## config.mk

```make
export PLATFORM = sky130hd
export DESIGN_NAME = irst_controller
export DESIGN_NICKNAME = d
export VERILOG_FILES = /design/src/rtl/irst_controller.sv
export SDC_FILE = /design/constraint.sdc
export NUM_CORES = 1
export LEC_CHECK = 0
export BUFFER_PORTS_ARGS = -buffer_cell sky130_fd_sc_hd__clkbuf_2
export CAP_MARGIN = 10
export CORE_AREA = 3 3 60 62
export CTS_CLUSTER_DIAMETER = 40
export DETAILED_ROUTE_END_ITERATION = 10
export DIE_AREA = 0 0 63 65
export GPL_TIMING_DRIVEN = 1
export PLACE_DENSITY = 0.74
export SYNTH_ARGS = -nofsm -noshare
export SYNTH_HDL_FRONTEND = slang
export SYNTH_SLANG_ARGS = --single-unit
```

## constraint.sdc

```tcl
create_clock -name clk -period 2.1 [get_ports clk]
set_input_delay 0.21 -clock clk [delete_from_list [all_inputs] [get_ports clk]]
set_output_delay 0.21 -clock clk [all_outputs]
set_load 0.005 [all_outputs]
```

## src/rtl/irst_controller.sv

```systemverilog
// irst command sequencer: decodes the reg-0 command word, stalls the core, sweeps or counts, pulses done.
// Optional build macro IRST_ABORT_EN adds the irst_abort input to cut RUN/CLEAR short.
module irst_controller #(
  parameter int DATA_W   = 16,
  parameter int CNT_W    = 12,
  parameter int NUM_REGS = 8,
  localparam int DEST_W  = $clog2(NUM_REGS)
) (
  input  logic              clk,
  input  logic              rst_n,
`ifdef IRST_ABORT_EN
  input  logic              irst_abort,
`endif
  input  logic [DATA_W-1:0] irst_reg_data,
  output logic              irst_done,
  output logic              irst_active,
  output logic              irst_write_en,
  output logic [DEST_W-1:0] irst_write_dest,
  output logic [DATA_W-1:0] irst_write_data
);

  typedef enum logic [2:0] {
    S_IDLE     = 3'd0,
    S_RUN      = 3'd1,
    S_CLEAR    = 3'd2,
    S_DONE     = 3'd3,
    S_WAIT_CLR = 3'd4
  } state_t;

  localparam logic [2:0]        MODE_RUN   = 3'd1;
  localparam logic [2:0]        MODE_CLEAR = 3'd2;
  localparam logic [DEST_W-1:0] LAST_DEST  = DEST_W'(NUM_REGS - 1);

  state_t             r_state;
  logic [CNT_W-1:0]   r_cnt;
  logic               r_done;
  logic               r_active;
  logic               r_we;
  logic [DEST_W-1:0]  r_dest;

  logic               w_start;
  logic [2:0]         w_mode;
  logic [CNT_W-1:0]   w_count;
  logic               w_abort;

  assign w_start = irst_reg_data[DATA_W-1];
  assign w_mode  = irst_reg_data[DATA_W-2 -: 3];
  assign w_count = irst_reg_data[CNT_W-1:0];

`ifdef IRST_ABORT_EN
  assign w_abort = irst_abort;
`else
  assign w_abort = 1'b0;
`endif

  // Outputs are assigned alongside the state they belong to, so they change on the same edge.
  always_ff @(posedge clk or negedge rst_n) begin
    if (!rst_n) begin
      r_state  <= S_IDLE;
      r_cnt    <= '0;
      r_done   <= 1'b0;
      r_active <= 1'b0;
      r_we     <= 1'b0;
      r_dest   <= '0;
    end else begin
      case (r_state)
        S_IDLE: begin
          if (w_start) begin
            r_active <= 1'b1;
            case (w_mode)
              MODE_RUN: begin
                r_state <= S_RUN;
                r_cnt   <= w_count;
              end
              MODE_CLEAR: begin
                r_state <= S_CLEAR;
                r_we    <= 1'b1;
                r_dest  <= DEST_W'(1);
              end
              default: begin
                r_state <= S_DONE;
                r_done  <= 1'b1;
              end
            endcase
          end
        end
        S_RUN: begin
          if (w_abort || r_cnt == '0) begin
            r_state <= S_DONE;
            r_done  <= 1'b1;
            r_cnt   <= '0;
          end else begin
            r_cnt <= r_cnt - 1'b1;
          end
        end
        S_CLEAR: begin
          if (w_abort || r_dest == LAST_DEST) begin
            r_state <= S_DONE;
            r_done  <= 1'b1;
            r_we    <= 1'b0;
            r_dest  <= '0;
          end else begin
            r_dest <= r_dest + 1'b1;
          end
        end
        S_DONE: begin
          r_state  <= S_WAIT_CLR;
          r_done   <= 1'b0;
          r_active <= 1'b0;
        end
        // Hold off until reg 0 is cleared so the stale word cannot restart the sequence.
        S_WAIT_CLR: begin
          if (!w_start) r_state <= S_IDLE;
        end
        default: begin
          r_state  <= S_IDLE;
          r_done   <= 1'b0;
          r_active <= 1'b0;
          r_we     <= 1'b0;
          r_dest   <= '0;
        end
      endcase
    end
  end

  assign irst_done       = r_done;
  assign irst_active     = r_active;
  assign irst_write_en   = r_we;
  assign irst_write_dest = r_dest;
  assign irst_write_data = '0;

endmodule

```

## Word-level counts from Yosys, hierarchy flattened

Cells that the tools add are included.

| cells by class | value |
|---|---|
| $add $sub $neg | 2 |
| equal/unequal tests | 14 |
| mux-type cells | 25 |
| bitwise gates (word level) | 3 |
| reductions and logical operators | 12 |

Operator list:

| cell | count |
|---|---|
| $mux W12 | 3 |
| $pmux W12 S2 | 1 |
| $mux W3 | 7 |
| $pmux W3 S5 | 1 |
| $logic_not A12 Y1 | 1 |
| $sub A12 B1 Y12 const B | 1 |
| $ne A2 B2 Y1 const B | 5 |
| $eq A3 B2 Y1 const B | 3 |
| $pmux W3 S3 | 1 |
| $mux W1 | 8 |
| $reduce_and A4 Y1 | 2 |
| $eq A3 B1 Y1 const B | 2 |
| $eq A3 B3 Y1 const B | 2 |
| $reduce_and A3 Y1 | 2 |
| $reduce_or A3 Y1 | 2 |
| $reduce_and A5 Y1 | 1 |
| $ne A2 B1 Y1 const B | 2 |
| $pmux W1 S4 | 1 |
| $pmux W2 S2 | 1 |
| $add A3 B1 Y3 const B | 1 |
| $logic_not A3 Y1 | 1 |
| $not A1 Y1 | 3 |
| $pmux W1 S3 | 1 |
| $pmux W1 S2 | 1 |
| other kinds (3) | 3 |

| word-level totals | value |
|---|---|
| register bits after elaboration | 21 |
| output and inout bits | 22 |
| word-level logic and storage cells | 62 |

## Longest topological paths before layout

| logic depth | value |
|---|---|
| depth in word-level cells | 5 |
| mapped depth | 6 |
| gate-level depth less buffers | 6 |

## Worst setup path before layout

Ideal clock, no wire load.

| timing path | value |
|---|---|
| kind | reg2reg |
| start | reg r_cnt[0] |
| end | reg r_cnt[2] |
| library setup time | 0.126 ns |
| arrival | 1.924 ns |
| slack | 0.050 ns |
| stages on the path, launching flop included | 7 |
| clock period less this slack | 2.050 ns |
| cell sequence | dfrtp_1 inv_1 ha_1 or4b_4 o31ai_4 o22ai_1 a221o_1 |

| on the way | value |
|---|---|
| word-level cells in the longest chain between the ends | 3 |
| elaborated cells between the ends (all ways) | 4 |
| classes of those cells | 1 x add/sub; 2 x mux; 1 x reduce/logical |

Ends and longest elaborated chain:

| element | line | RTL |
|---|---|---|
| start: declaration | 35 | `logic [CNT_W-1:0] r_cnt;` |
| start signal: assignment | 73 | `r_cnt <= w_count;` |
| start signal: assignment | 93 | `r_cnt <= r_cnt - 1'b1;` |
| $sub A12 B1 Y12 or $logic_not A12 Y1 (tied branches) | 93, 88 |  |
| $mux W12 * | 88 | `if (w_abort \|\| r_cnt == '0) begin` |
| $pmux W12 S2 * | 66 | `case (r_state)` |

Every way passes the cells marked *; elsewhere a longest branch is shown, timed or not.
A chain may end at the register's enable or synchronous reset.

## Worst setup path after layout

| timing path | value |
|---|---|
| start | reg r_cnt[1] |
| end | reg r_cnt[5] |

Same word-level chain as after synthesis.

==> impl_metrics.csv <==
group,metric,value,unit
run_status,status,"finished clean",
yosys,synth_adder_area_share,0.0340,
placed_design,pre_cts_slack,-0.0137,ns
sta,fin_crit_sh,0.992,
yosys,synth_warnings,0,
floorplan,ios,40,
drt,drtPass1Iterations,5,
drt,wl_per_cell,14.2,um
global_route,grt_first_pass_wirelength,5770,um
sta,fmax,0.480,GHz
finish,final_cell_area,1710,um2
floorplan,die_y,65,um
yosys,ys_seq_area_frac,0.357,
placed_design,place_congestion,0.904,
sta,clock_skew,0.00872,ns
finish,syn2layout_area_growth,16.0,%
yosys,synth_xor_area_frac,0.00595,
placed_design,place_hpwl,2650,um
yosys,synth-edff-count,0,
yosys,synth_cell_types,46,
yosys,ys_ff_latch,21,
min_path,hold_class,"input port to flip-flop",
drt,ant_nets,0,
worst_setup_path,required,2.31,ns
sta,setup_viol,0,
sta,setup_ws,0.0173,ns
yosys,ys.flop_type,"dfrtp_1",
pwr,power_density,1380,nW/um2
yosys,synth_mux_area_frac,0,
worst_setup_path,crit_arrival,2.29,ns
worst_setup_path,cp_slowest_cell,"or4b_4",
worst_setup_path,cpLargestDelayFamily,"compound AO/OA/AOI/OAI gates",
worst_setup_path,cp_cell_sequence,"inv_2, ha_4, or4b_4, o31ai_4, buf_6, o22ai_1, a21o_1",
sta,tightest_slew,0.552,ns
clock_network,cts_tree,"yes",
yosys,synthArstFlopShare,1.00,
floorplan,die_w,63,um
clock_network,cts_buffers,3,
worst_setup_path,r2r_cells,7,
worst_setup_path,cp-end-kind,"flip-flop",
floorplan,num_rows,20,
yosys,synth_compound_area_frac,0.227,
finish,finish.utilization,0.554,
floorplan,die-area,4100,um2
flow_run,cap_violations,0,
clock_network,cts_sinks,21,
drt,drc,0,
pwr,p_total,2.36,mW
yosys,synth_top_family_by_area,"simple AND/OR/NAND/NOR gates",
sta,finalSetupTns,0,ns
worst_setup_path,cp_num_cells,7,
pwr,vdd.ir_drop.worst,0.714,mV
global_route,grt_pass1_vias,1259,
worst_setup_path,crit_type,"flip-flop to flip-flop",
placed_design,placed_cell_area,1630,um2
worst_setup_path,cp-start-kind,"flip-flop",
pwr,p_leak,0.770,nW
sta,rsz0062_at_grt,"true",
clock_network,cts_buffer_depth,2,
global_route,grt_max_degree,22,
global_route,antenna_found_initial,0,
clock_network,clkSlewWorstSetupHoldPaths,0.13,ns
yosys,synth_simple_gate_area_frac,0.255,
global_route,grt_usage,0.172,
yosys,synth_area,1470,um2
clock_network,h-tree-depth,1,
sta,relSlewSlack,0.632,
finish,final_nets,226,
placed_design,port_buffers,23,
min_path,holdPathStages,3,
drt,vias,1365,
global_route,grt_remaining_overflow,0,
clock_network,cts-root-buf,"clkbuf_4",
sta,slew_violations,0,
clock_network,clk_latency,0.31,ns
yosys,syn_area_per_cell,8.71,um2
yosys,synthCells,169,
worst_setup_path,path_max_fanout,5,
sta,fin_crit,2.08,ns
finish,drive_above_1_share,0.261,
floorplan,core_area,3080,um2
worst_setup_path,path_buf_inv,2,
drt,routed_wirelength,3520,um
floorplan,start_util,0.478,
worst_setup_path,cp_slowest_stage_delay,0.49,ns
drt,drtIter0Drc,57,
sta,hold_violations,0,
finish,antenna_cells,0,
drt,vias_per_cell,5.53,
-- cell usage after synthesis (4+ instances only) --
| library cell | instances | area (um2) |
|---|---|---|
| o22ai_1 | 6 | 37.5 |
| nand3_1 | 7 | 35.0 |
| nand2_1 | 17 | 63.8 |
| nor2_1 | 9 | 33.8 |
| a21oi_1 | 10 | 50.1 |
| nor3b_1 | 4 | 30.0 |
| clkbuf_1 | 5 | 18.8 |
| o311ai_0 | 4 | 35.0 |
| ha_1 | 4 | 50.1 |
| buf_4 | 16 | 120 |
| o21ai_0 | 13 | 65.1 |
| dfrtp_1 | 21 | 526 |
| inv_1 | 5 | 18.8 |
-- worst paths after layout --
kind | startpoint | to | slack [ns]
min in group asynchronous | rst_n | r_cnt[7]$_DFFE_PN0P_ | 0.40
max reg2reg | r_cnt[1]$_DFFE_PN0P_ | r_cnt[5]$_DFFE_PN0P_ | 0.02
max in group asynchronous | rst_n | irst_done$_DFFE_PN0P_ | 1.32
max | r_cnt[1]$_DFFE_PN0P_ | r_cnt[5]$_DFFE_PN0P_ | 0.02
min | irst_reg_data[10] | r_cnt[10]$_DFFE_PN0P_ | 0.09
min reg2reg | irst_write_en$_DFFE_PN0P_ | irst_write_en$_DFFE_PN0P_ | 0.53
-- per-layer routing --
metal	routed length, um	GRT usage	vias to the layer above
met3	200	0.0381	2
met5	0	0	-
met2	1830	0.310	51
met4	13	0.0275	0
met1	1470	0.212	639
li1	-	-	673
-- layout by cell type, fill, tap and decap left out, types with 3 or more instances in the layout --
| master | synthesis | layout |
|---|---|---|
| a2bb2oi_1 | 3 | 3 |
| clkbuf_4 | 0 | 3 |
| a21oi_1 | 10 | 10 |
| o311ai_0 | 4 | 4 |
| o21ai_0 | 13 | 13 |
| nand2_1 | 17 | 17 |
| or3_1 | 3 | 3 |
| ha_1 | 4 | 3 |
| nand4_1 | 3 | 3 |
| conb_1 | 1 | 16 |
| nor3b_1 | 4 | 4 |
| dfrtp_1 | 21 | 21 |
| inv_1 | 5 | 3 |
| buf_4 | 16 | 13 |
| nand3_1 | 7 | 7 |
| nor2_1 | 9 | 9 |
| clkbuf_2 | 0 | 23 |
| o22ai_1 | 6 | 5 |
| nor3_1 | 3 | 3 |
-- per-stage QoR --
stage | hold WS, ns | instances
final | 0.0894 | 247
after global routing | 0.0855 | 247
after CTS | 0.0897 | 244
after detailed placement | 0.223 | 239
after global placement | 0.213 | 239
after floorplan | -0.0856 | 184
-- cells by family (layout without fill, tap and decap cells) --
kind of cell,after synthesis,in the layout
simple gates,65,65
compound gates,49,49
buf+inv,28,47
flops,21,21
fa+ha+maj,4,4
other cells,1,16
xor+xnor,1,1
-- area by class of cell --
type,count,area (um2)
Multi-Input combinational cell,135,847
Clock buffer,4,26.3
Tap cell,44,55.1
Sequential cell,21,526
Timing Repair Buffer,38,234
Inverter,5,18.8
Fill cell,297,1370
-- tightest hold or removal path, delay by kind of cell --
kind	cells	cell delay, ns
simple gates	2	0.10
buf+inv	1	0.07
-- power by group --
group / switching [mW] / internal [mW]
Clock: 0.134 / 0.0741
Sequential: 0.273 / 0.594
Combinational: 0.643 / 0.638
-- flip-flops by register name (all words and copies together), names as in the netlist --
register	count
r_state	3
irst_write_dest	3
r_cnt	12
irst_done	1
irst_active	1
irst_write_en	1
-- what timing repair did --
| action | 4_1_cts | 5_1_grt |
|---|---|---|
| buffers inserted | 0 | 3 |
| endpoints found under the setup margin | 3 | 3 |
| hold buffers | 1 | 0 |
| endpoints found under the hold margin | 21 | 0 |
| resized for setup | 0 | 6 |
| cloned | 0 | 0 |
| pin swaps | 1 | 4 |
No activity file was read; power rests on OpenSTA's default activity.
